===== src/rtl/frac_baud_gen.sv =====
// frac_baud_gen: fractional UART baud-rate tick generator.
// Emits oversample, bit-centre and baud clock-enables in the clk domain.
module frac_baud_gen #(
  parameter int INT_WIDTH  = 16,
  parameter int FRAC_WIDTH = 4,
  parameter int OVERSAMPLE = 16,
  parameter int DEF_INT    = 27,
  parameter int DEF_FRAC   = 0
) (
  input  logic                          clock,
  input  logic                          rst,
  input  logic                          en,
  input  logic                          load,
  input  logic [INT_WIDTH-1:0]          div_int,
  input  logic [FRAC_WIDTH-1:0]         div_frac,
  input  logic                          sync,
  output logic                          os_tick,
  output logic                          mid_tick,
  output logic                          baud_tick,
  output logic [$clog2(OVERSAMPLE)-1:0] os_phase
);

  localparam int OSW = $clog2(OVERSAMPLE);
  localparam logic [OSW-1:0] OS_MID  = OSW'(OVERSAMPLE/2 - 1);
  localparam logic [OSW-1:0] OS_LAST = OSW'(OVERSAMPLE - 1);
  localparam logic [INT_WIDTH-1:0] MIN_INT = INT_WIDTH'(2);
  localparam logic [INT_WIDTH-1:0] ONE     = INT_WIDTH'(1);

  logic [INT_WIDTH-1:0]  int_r;
  logic [INT_WIDTH-1:0]  int_use;
  logic [INT_WIDTH-1:0]  eint;
  logic [INT_WIDTH-1:0]  cnt;
  logic [INT_WIDTH-1:0]  cnt_rl;
  logic [FRAC_WIDTH-1:0] frac_r;
  logic [FRAC_WIDTH-1:0] frac_use;
  logic [FRAC_WIDTH-1:0] acc;
  logic [FRAC_WIDTH:0]   acc_sum;
  logic [OSW-1:0]        os_cnt;

  // Forward a same-cycle load so a reload or restart uses the new divisor.
  always_comb begin
    int_use  = load ? div_int : int_r;
    frac_use = load ? div_frac : frac_r;
    eint     = (int_use < MIN_INT) ? MIN_INT : int_use;
    acc_sum  = {1'b0, acc} + {1'b0, frac_use};
    cnt_rl   = eint - ONE + INT_WIDTH'(acc_sum[FRAC_WIDTH]);
  end

  // Shadow divisor registers.
  always_ff @(posedge clock or negedge rst) begin
    if (!rst) begin
      int_r  <= INT_WIDTH'(DEF_INT);
      frac_r <= FRAC_WIDTH'(DEF_FRAC);
    end else if (load) begin
      int_r  <= div_int;
      frac_r <= div_frac;
    end
  end

  // Period counter, phase accumulator, oversample index and tick flops.
  always_ff @(posedge clock or negedge rst) begin
    if (!rst) begin
      cnt       <= INT_WIDTH'(DEF_INT - 1);
      acc       <= '0;
      os_cnt    <= '0;
      os_tick   <= 1'b0;
      mid_tick  <= 1'b0;
      baud_tick <= 1'b0;
    end else begin
      os_tick   <= 1'b0;
      mid_tick  <= 1'b0;
      baud_tick <= 1'b0;
      if (sync) begin
        cnt    <= eint - ONE;
        acc    <= '0;
        os_cnt <= '0;
      end else if (en) begin
        if (cnt == '0) begin
          cnt       <= cnt_rl;
          acc       <= acc_sum[FRAC_WIDTH-1:0];
          os_tick   <= 1'b1;
          mid_tick  <= (os_cnt == OS_MID);
          baud_tick <= (os_cnt == OS_LAST);
          if (os_cnt == OS_LAST)
            os_cnt <= '0;
          else
            os_cnt <= os_cnt + OSW'(1);
        end else begin
          cnt <= cnt - ONE;
        end
      end
    end
  end

  assign os_phase = os_cnt;

endmodule

===== config.mk =====
export PLATFORM = sky130hd
export DESIGN_NAME = frac_baud_gen
export DESIGN_NICKNAME = d
export VERILOG_FILES = /design/src/rtl/frac_baud_gen.sv
export SDC_FILE = /design/constraint.sdc
export NUM_CORES = 1
export LEC_CHECK = 0
export ABC_AREA = 1
export BUFFER_PORTS_ARGS = -buffer_cell sky130_fd_sc_hd__buf_2
export CAP_MARGIN = 20
export CORE_UTILIZATION = 50
export CTS_CLUSTER_SIZE = 30
export DETAILED_ROUTE_END_ITERATION = 8
export PLACE_DENSITY = 0.69
export SETUP_SLACK_MARGIN = 0.4
export SYNTH_ARGS = -nofsm -noshare
export SYNTH_HDL_FRONTEND = slang
export SYNTH_SLANG_ARGS = --single-unit

===== constraint.sdc =====
create_clock -name clock -period 6.1 [get_ports clock]
set_input_delay 0.305 -clock clock [delete_from_list [all_inputs] [get_ports clock]]
set_output_delay 0.305 -clock clock [all_outputs]
set_load 0.01 [all_outputs]

==> run summary, run 1 <==
Status = completed
Row count = 30
DR WL/cell = 14.1 um
DR WL met2 = 4.12 mm
Worst Path Required = 6310 ps
Clk slew on worst S/H paths = 90 ps
Top_reg_cell synth = dfrtp_1
Slew margin rel. = 54.5%
Die ar. = 0.00744 mm^2
CTS tree = built
Clk sink count = 47
P&R area growth vs syn = 11.1%
Dpl cells = 595
Static leakage power = 2.01 nW
Post-synth EDFFs = 0
Antenna Cells = 0
Nets@finish = 545
Iteration-0 DRC Markers = 196
Min setup slack post-route = 2850 ps
Crit path top cell by count = nand2_1
Cell at the slowest stage of the critical path = buf_2
FF+latch count, synth = 47
Htree depth = 2
Startpoint Class = input pin
Die X = 86.3 um
Asr flop ratio synth = 100%
Setup TNS = 0 ps
Worst Setup End Kind = flop
Reg area = 0.00118 mm^2
Final wirelength = 8.56 mm
Yosys warnings = 0
Most instantiated cells after synthesis = 120 x nand2_1, 53 x inv_1, 40 x dfrtp_1
Vias in the first global route = 3166
DRT antenna net count = 0
Initial antenna violation count = 0
Fmax = 308 MHz
GRT overflow = 0
Final period util = 53.2%
GP Congestion = 0.937
Synth top area share = 28.2%
Top cells by area, synth = dfrtp_1 28%, nand2_1 13%, inv_1 5.6%, dfstp_2 5.2%, nand3_1 4.8%
Final Non-Filler Cells = 605
Vias per cell = 5.32
Pin count of the biggest net entering global routing = 48
Root Buffer = clkbuf_8
GR Util All Layers = 25.0%
I/O Pins = 32
Final Hold Fails = 0
Met3 wire len = 348 um
Yosys cell types = 45
# resized after CTS = 0
Sequential-to-total area share from yosys stat = 33.4%
Max Cap Violations = 0
Via count = 3216
Actual slew at the worst max-slew pin = 680 ps
Pwr dens = 220 mW/mm^2
Max Root-Sink Buffers = 2
Crit Path Class = input pin to flop
CP cell instances = buf_2 > inv_4 > nand2_2 > nand2_2 > nor2_2 > nand2_1 > nor2_2 > nand2_4 > nand2_1 > ha_1 > inv_1 > xor2_1 > inv_1 > nor2_1 > nand3_1 > nor2_2 > nand2_4 > nor2_8 > nand4_1 > nand3_1 > nand2_1 > nand2_1 > nand2_1
Setup WS pre-CTS = 2600 ps
Core area = 0.00683 mm^2
Clock Skew = 6.37 ps
Initial Util = 52.0%
Final setup viols = 0
Post-Syn Nets = 512
Gate Count Post-Synth = 475
Area of the multi-input gates = 0.00209 mm^2
Top routing layer in use = met4
Buffers on Ports = 31
Skew-Pair Late Insertion Delay = 300 ps
Cell with the most instances after synthesis = nand2_1
Final hold slack = 257 ps
Drt pass-1 iters = 4
Mean Syn Cell Area = 7.47 um^2
Crit-path max FO = 22
VDD IR max = 0.117 mV
WP buf/inv = 4
Unrepaired setup endpoints after global routing = no
WP data arrival = 3450 ps
Die Span Y = 86.3 um
Max Slew Vio Count = 0
Fraction of layout cells with a size suffix above 1 = 21.4%
# DRC = 0
Syn Std Cell Area = 0.00355 mm^2
Minimum clock period = 3250 ps
Global-route wire length before repair = 14.5 mm
Filler instances = 680
Met1 Routed Length = 3.98 mm
Cell taking the most area after synthesis = dfrtp_1
Hold Crit Class = input pin to flop
Worst stage delay on the critical path = 350 ps
DPL Wire Length = 6.43 mm
CTS Buf Count = 5
Critical path's top delay family = simple AND/OR/NAND/NOR gates
-- cells by family (layout without fill, tap and decap cells) --
logic type / Yosys count / count (layout) / share of synthesized area, %
flip-flops: 47 / 47 / 33.4
XOR/XNOR: 26 / 26 / 6.63
multiplexers: 1 / 1 / 0.282
adder cells (fa/ha/maj): 12 / 12 / 4.44
AO/OA/AOI/OAI: 59 / 59 / 9.83
buffers and inverters: 66 / 100 / 7.68
AND/OR/NAND/NOR: 264 / 264 / 37.8
-- metal layers --
| metal | vias up | GRT usage [%] |
|---|---|---|
| met3 | 12 | 2.95 |
| li1 | 1589 | - |
| met2 | 92 | 43.2 |
| met4 | 0 | 6.52 |
| met5 | - | 0 |
| met1 | 1523 | 33.4 |
-- area by class of cell --
type	instances	share of cell area (%)
inverters	58	5.59
multi-input cells	362	53.1
well taps	96	3.05
clock buffers	6	1.84
flip-flops and latches	47	30.1
clock inverters	2	1.52
repair buffers	34	4.89
-- timing repair --
action                    in CTS  in global routing
hold endpoints to repair       0                 16
hold buffers                   0                  1
setup buffers                  0                  0
-- sequential cells by signal, summed over array words and instances, names as in the netlist --
signal     flops
os_phase       4
frac_r         4
baud_tick      1
cnt           16
acc            4
os_tick        1
mid_tick       1
int_r         16
-- worst reg2reg max path, stage by stage, from the launching register on --
cell and delay [ps]:
dfrtp_1 390, nand2_2 70, nand2_2 90, nor2_2 160
nand2_1 110, nor2_2 160, nand2_4 100, nand2_1 140
ha_1 170, inv_1 60, xor2_1 270, inv_1 100
nor2_1 150, nand3_1 150, nor2_2 200, nand2_4 100
nor2_8 130, nand4_1 110, nand3_1 140, nand2_1 70
nand2_1 50, nand2_1 50
-- power by group --
group | internal [mW] | switching (mW) | leakage (nW)
clock network | 0.164 | 0.112 | 0.0654
logic | 0.0756 | 0.141 | 1.37
registers | 0.347 | 0.0266 | 0.576
total | 0.587 | 0.280 | 2.01
-- layout by cell type, fill, tap and decap left out, types with 2 or more instances in the layout --
master and count:
a22o_1 3, nor4_1 3, nand2_4 10, ha_1 11
nor2_4 6, inv_1 53, buf_2 31, a21oi_1 16
nand4_1 7, dfrtp_1 40, nand2_2 21, xor2_1 18
nand3_1 34, xnor2_1 7, a22oi_1 2, nor2_2 10
clkbuf_8 5, o21ai_0 23, nand3_2 5, nand2_1 120
clkinv_1 2, o21bai_1 4, nor2_1 37, bufinv_16 2
nor3_1 5, dfstp_2 7, o22ai_1 2, inv_2 2
o21ai_1 2
-- worst paths after layout --
check | startpoint | end | slack, ps | cells past startpoint
min in group asynchronous | rst | int_r[8]$_DFF_PN0_ | 490 | 2
hold reg to reg | acc[3]$_DFFE_PN0P_ | acc[3]$_DFFE_PN0P_ | 500 | 2
hold / removal | div_frac[0] | frac_r[0]$_DFF_PN0_ | 260 | 3
setup / recovery | load | cnt[12]$_DFFE_PN0P_ | 2850 | 23
setup reg to reg | int_r[5]$_DFF_PN0_ | cnt[12]$_DFFE_PN0P_ | 3040 | 21
max in group asynchronous | rst | cnt[3]$_DFFE_PN1P_ | 5020 | 3
-- through the flow --
stage | total power, mW | area (um^2) | utilization, %
after CTS | 0.870 | 3910 | 57.3
final | 0.867 | 3940 | 57.7
after global routing | 0.912 | 3940 | 57.7
after global placement | 0.588 | 3780 | 55.3
after detailed placement | 0.593 | 3780 | 55.3
after floorplan | 0.536 | 3550 | -
Power figures use the tool's default switching activity.
==> run 2: changes to the inputs <==
Settings changed: PLACE_DENSITY 0.69 to 0.72.
Clock period 6.1 ns to 2.7 ns, I/O delays scaled along.
==> run summary, run 2 (synthesized netlist as in run 1, its figures left out) <==
CP cell instances = nand2_2 > nand2_2 > nor2_4 > nand2_2 > nor2_4 > nand2_4 > nand2_4 > ha_4 > inv_4 > xor2_4 > inv_1 > nor2_4 > nand3_2 > nor2_4 > nand2_4 > nor2_8 > nand4_1 > nand3_1 > nand2_1 > nand2_1 > nand2_1
Clk slew on worst S/H paths = 100 ps
Pwr dens = 429 mW/mm^2
Worst Path Required = 2910 ps
DPL Wire Length = 6.54 mm
Max Cap Violations = 0
Core area = 0.00683 mm^2
Slew margin rel. = 54.4%
Buffers on Ports = 31
Actual slew at the worst max-slew pin = 684 ps
Reg2reg path depth = 21
GRT overflow = 0
Static leakage power = 2.20 nW
DRT antenna net count = 0
Worst r2r src = int_r[4]$_DFF_PN1_
GP Congestion = 0.949
VDD IR max = 0.216 mV
Setup WS pre-CTS = -70.1 ps
Pwr Total = 1.92 mW
Die Span Y = 86.3 um
Most common cell after layout, fill and taps aside = nand2_1
Final setup viols = 0
Commonest non-fill, non-tap cells in the layout = 115 x nand2_1, 48 x inv_1, 40 x dfrtp_1, 40 x buf_4, 32 x nor2_1
Htree depth = 2
Max Slew Vio Count = 0
Pin count of the biggest net entering global routing = 47
Fmax = 378 MHz
Hold path cells = 3
Clock Skew = 9.10 ps
Largest registers = cnt x16, int_r x16
Clk sink count = 47
Via count = 3434
Max Root-Sink Buffers = 2
Final wirelength = 9.24 mm
Initial antenna violation count = 0
Global-route wire length before repair = 15.4 mm
Die X = 86.3 um
Cell at the slowest stage of the critical path = dfstp_2
Worst stage delay on the critical path = 550 ps
Final Hold Fails = 0
Die ar. = 0.00744 mm^2
# DRC = 0
CTS Buf Count = 5
Root Buffer = clkbuf_8
Vias in the first global route = 3461
Worst hold start = div_frac[0]
Unrepaired setup endpoints after global routing = yes
P&R area growth vs syn = 26.0%
Min setup slack post-route = 53.3 ps
Hold Crit Class = input pin to flop
WP data arrival = 2850 ps
Fraction of layout cells with a size suffix above 1 = 34.1%
Area of the multi-input gates = 0.00235 mm^2
Crit path top cell by count = nor2_4
Antenna Cells = 0
GR Util All Layers = 26.1%
Worst flop-to-flop path endpoint = cnt[14]$_DFFE_PN0P_
Crit-path max FO = 6
Worst Setup End Kind = flop
Filler instances = 571
Critical path's top delay family = simple AND/OR/NAND/NOR gates
Reg area = 0.00118 mm^2
CTS tree = built
Drt pass-1 iters = 4
I/O Pins = 32
Iteration-0 DRC Markers = 167
DR WL/cell = 14.3 um
Vias per cell = 5.32
Final period util = 98.0%
Minimum clock period = 2650 ps
WHS Endpoint = frac_r[0]$_DFF_PN0_
Row count = 30
Startpoint Class = flop
Nets@finish = 585
Skew-Pair Late Insertion Delay = 310 ps
Status = completed
Crit Path Class = flop to flop
Initial Util = 52.0%
WP buf/inv = 2
R2r setup slk = 50 ps
run 2: cell types whose count changed in the layout (fill, tap and decap cells not counted), sizes merged:
cell,delta
clkbuf,-1
clkinvlp,+2
inv,+1
buf,+40
bufinv,-2
run 2: power by group:
group / switching [mW] / internal, mW / total, mW
combinational: 0.370 / 0.244 / 0.614
sequential: 0.0626 / 0.785 / 0.847
clock: 0.271 / 0.186 / 0.457
total: 0.703 / 1.21 / 1.92
run 2: tightest hold or removal path: stages:
cell	delay (ps)
buf_2	80
nand2_1	40
nand2_1	80
run 2: layout make-up:
cell class | count | share of cell area (%)
Inverter | 58 | 5.09
Clock buffer | 5 | 1.54
Timing Repair Buffer | 74 | 11.1
Tap cell | 96 | 2.68
Multi-Input combinational cell | 362 | 52.6
Clock inverter | 3 | 0.531
Sequential cell | 47 | 26.5
run 2: repair_timing:
action                                  in CTS  in global routing
gates resized for setup                     21                 16
setup buffers                                8                  2
hold buffers                                 0                  1
endpoints found under the setup margin      14                 24
pin swaps                                   14                  8
hold endpoints to repair                     0                 13
run 2: how the worst max path moves through the flow:
stage / cells past startpoint / to / from
after floorplan: 21 / cnt[15]$_DFFE_PN0P_ / int_r[8]$_DFF_PN0_
after global placement: 21 / cnt[12]$_DFFE_PN0P_ / load
after detailed placement: 21 / cnt[12]$_DFFE_PN0P_ / load
after CTS: 20 / cnt[9]$_DFFE_PN0P_ / int_r[4]$_DFF_PN1_
after global routing: 21 / cnt[14]$_DFFE_PN0P_ / int_r[8]$_DFF_PN0_
final: 21 / cnt[14]$_DFFE_PN0P_ / int_r[4]$_DFF_PN1_
run 2: per-stage QoR:
| stage | cell area (um^2) | utilization [%] | cells | setup TNS (ps) | hold WS (ps) |
|---|---|---|---|---|---|
| final | 4470 | 65.5 | 645 | 0 | 48.8 |
| after global routing | 4470 | 65.5 | 645 | -719 | 68.7 |
| after CTS | 4350 | 63.7 | 641 | 0 | 39.1 |
| after floorplan | 3660 | - | 475 | 0 | -161 |
| after global placement | 4120 | 60.3 | 625 | -34.9 | 373 |
| after detailed placement | 4120 | 60.3 | 625 | -237 | 376 |
run 2: layer usage:
metal  vias to the layer above  part of all wire [%]  global-route usage, %
met2                        93                    51                   47.2
met3                        17                   4.4                   2.76
met1                      1664                    42                   32.4
met5                         -                     0                      0
li1                       1660                     -                      -
met4                         0                   2.4                   9.09
==> run 3: changes to the inputs <==
Settings changed: PLACE_DENSITY 0.72 to 0.75.
==> run summary, run 3 (synthesized netlist as in run 1, its figures left out) <==
Pint = 1.25 mW
Largest registers = cnt x16, int_r x16
Nets@finish = 589
Setup WS pre-CTS = -79.1 ps
Fmax = 384 MHz
CTS Buf Count = 5
Iteration-0 DRC Markers = 203
Initial Util = 52.0%
Die X = 86.3 um
Vias in the first global route = 3519
Switch Pwr = 0.688 mW
Reg2reg path depth = 20
Reg power frac = 43.8%
Vias per cell = 5.14
Filler instances = 583
WHS Endpoint = frac_r[0]$_DFF_PN0_
Pwr Total = 1.93 mW
Die Span Y = 86.3 um
GRT overflow = 0
Clk pwr share = 24.4%
Via count = 3333
Pwr dens = 430 mW/mm^2
Area of the multi-input gates = 0.00233 mm^2
Root Buffer = clkbuf_8
I/O Pins = 32
Worst Path Required = 2900 ps
WP data arrival = 2810 ps
Final setup viols = 0
Most common cell after layout, fill and taps aside = nand2_1
Worst Setup End Kind = flop
Slew margin rel. = 60.3%
Row count = 30
Startpoint Class = flop
Combinational share of power = 31.8%
Hold path cells = 3
Switching share of power = 35.6%
CTS tree = built
Drt pass-1 iters = 5
P&R area growth vs syn = 26.6%
Worst hold start = div_frac[0]
Dpl cells = 629
DPL Wire Length = 6.57 mm
VDD IR max = 0.325 mV
Core area = 0.00683 mm^2
Min setup slack post-route = 96.0 ps
Pin count of the biggest net entering global routing = 48
Final period util = 96.4%
GR Util All Layers = 26.0%
Max Cap Violations = 0
Static leakage power = 2.22 nW
Skew-Pair Late Insertion Delay = 310 ps
# DRC = 0
Status = completed
Global-route wire length before repair = 15.5 mm
Setup TNS = 0 ps
Actual slew at the worst max-slew pin = 595 ps
Max Slew Vio Count = 0
Hold Crit Class = input pin to flop
Fraction of layout cells with a size suffix above 1 = 34.4%
Final Non-Filler Cells = 649
Htree depth = 2
Commonest non-fill, non-tap cells in the layout = 114 x nand2_1, 49 x inv_1, 44 x buf_4
Worst flop-to-flop path endpoint = cnt[12]$_DFFE_PN0P_
Die ar. = 0.00744 mm^2
Buffers on Ports = 31
DRT antenna net count = 0
GP Congestion = 0.896
Max Root-Sink Buffers = 2
Final Hold Fails = 0
Worst r2r src = int_r[4]$_DFF_PN1_
Clk slew on worst S/H paths = 100 ps
Clk sink count = 47
Crit-path max FO = 6
Unrepaired setup endpoints after global routing = yes
R2r setup slk = 100 ps
Initial antenna violation count = 0
DR WL/cell = 13.6 um
Crit Path Class = flop to flop
Final wirelength = 8.83 mm
Clock Skew = 6.87 ps
Minimum clock period = 2600 ps
Antenna Cells = 0
Reg area = 0.00118 mm^2
==> run 3: layout make-up <==
class	count	area share [%]
clock buffers	6	1.84
clock inverters	2	0.362
inverters	58	5.01
multi-input cells	362	51.8
flip-flops and latches	47	26.4
well taps	96	2.67
repair buffers	78	11.9
==> run 3: worst max-delay path, cell delays in order (launching register included) <==
cell and delay (ps):
dfstp_2 540, nand2_2 50, nand2_2 90, nor2_4 50, nand2_2 80, nor2_4 60
a21oi_4 210, ha_4 240, inv_4 70, ha_4 130, inv_2 40, nor2_4 100
nand3_2 100, nor2_4 140, nand2_4 80, nor2_8 160, nand4_1 100, nand3_1 90
nand2_1 50, nand2_1 60, nand2_1 60
==> run 3: power groups by stage <==
stage          clock network [mW]  registers (mW)  logic [mW]
6_report                    0.472           0.846       0.615
5_1_grt                     0.503           0.857       0.689
4_1_cts                     0.479           0.845       0.595
3_5_place_dp                    0           0.859       0.563
3_3_place_gp                    0           0.855       0.549
2_1_floorplan                   0           0.842       0.396
==> run 3: stage by stage <==
step                area, um^2  util, %  hold WS [ps]
global placement          4160     60.9           377
global route              4490     65.8          67.5
CTS                       4410     64.5          45.6
finish                    4490     65.8          54.1
detailed placement        4160     60.9           369
floorplan                 3660        -          -161
==> run 3: per-layer routing <==
metal,vias to the layer above,track usage (%),part of all wire [%]
li1,1675,-,-
met5,-,0,0
met2,96,47.4,51
met3,21,4.29,4.9
met1,1541,31.8,43
met4,0,7.27,2.0
==> run 3: worst max path at each step <==
stage / endpoint / from / depth (start not counted)
after detailed placement: cnt[12]$_DFFE_PN0P_ / load / 22
after global placement: cnt[14]$_DFFE_PN0P_ / load / 21
after floorplan: cnt[15]$_DFFE_PN0P_ / int_r[8]$_DFF_PN0_ / 21
after global routing: cnt[9]$_DFFE_PN0P_ / int_r[4]$_DFF_PN1_ / 19
after CTS: cnt[12]$_DFFE_PN0P_ / int_r[4]$_DFF_PN1_ / 20
final: cnt[12]$_DFFE_PN0P_ / int_r[4]$_DFF_PN1_ / 20
==> run 3: repair_timing <==
item	4_1_cts	5_1_grt
gates resized for setup	24	10
hold endpoints to repair	0	17
setup buffers	7	3
hold buffers	0	1
endpoints found under the setup margin	14	15
pin swaps	25	8
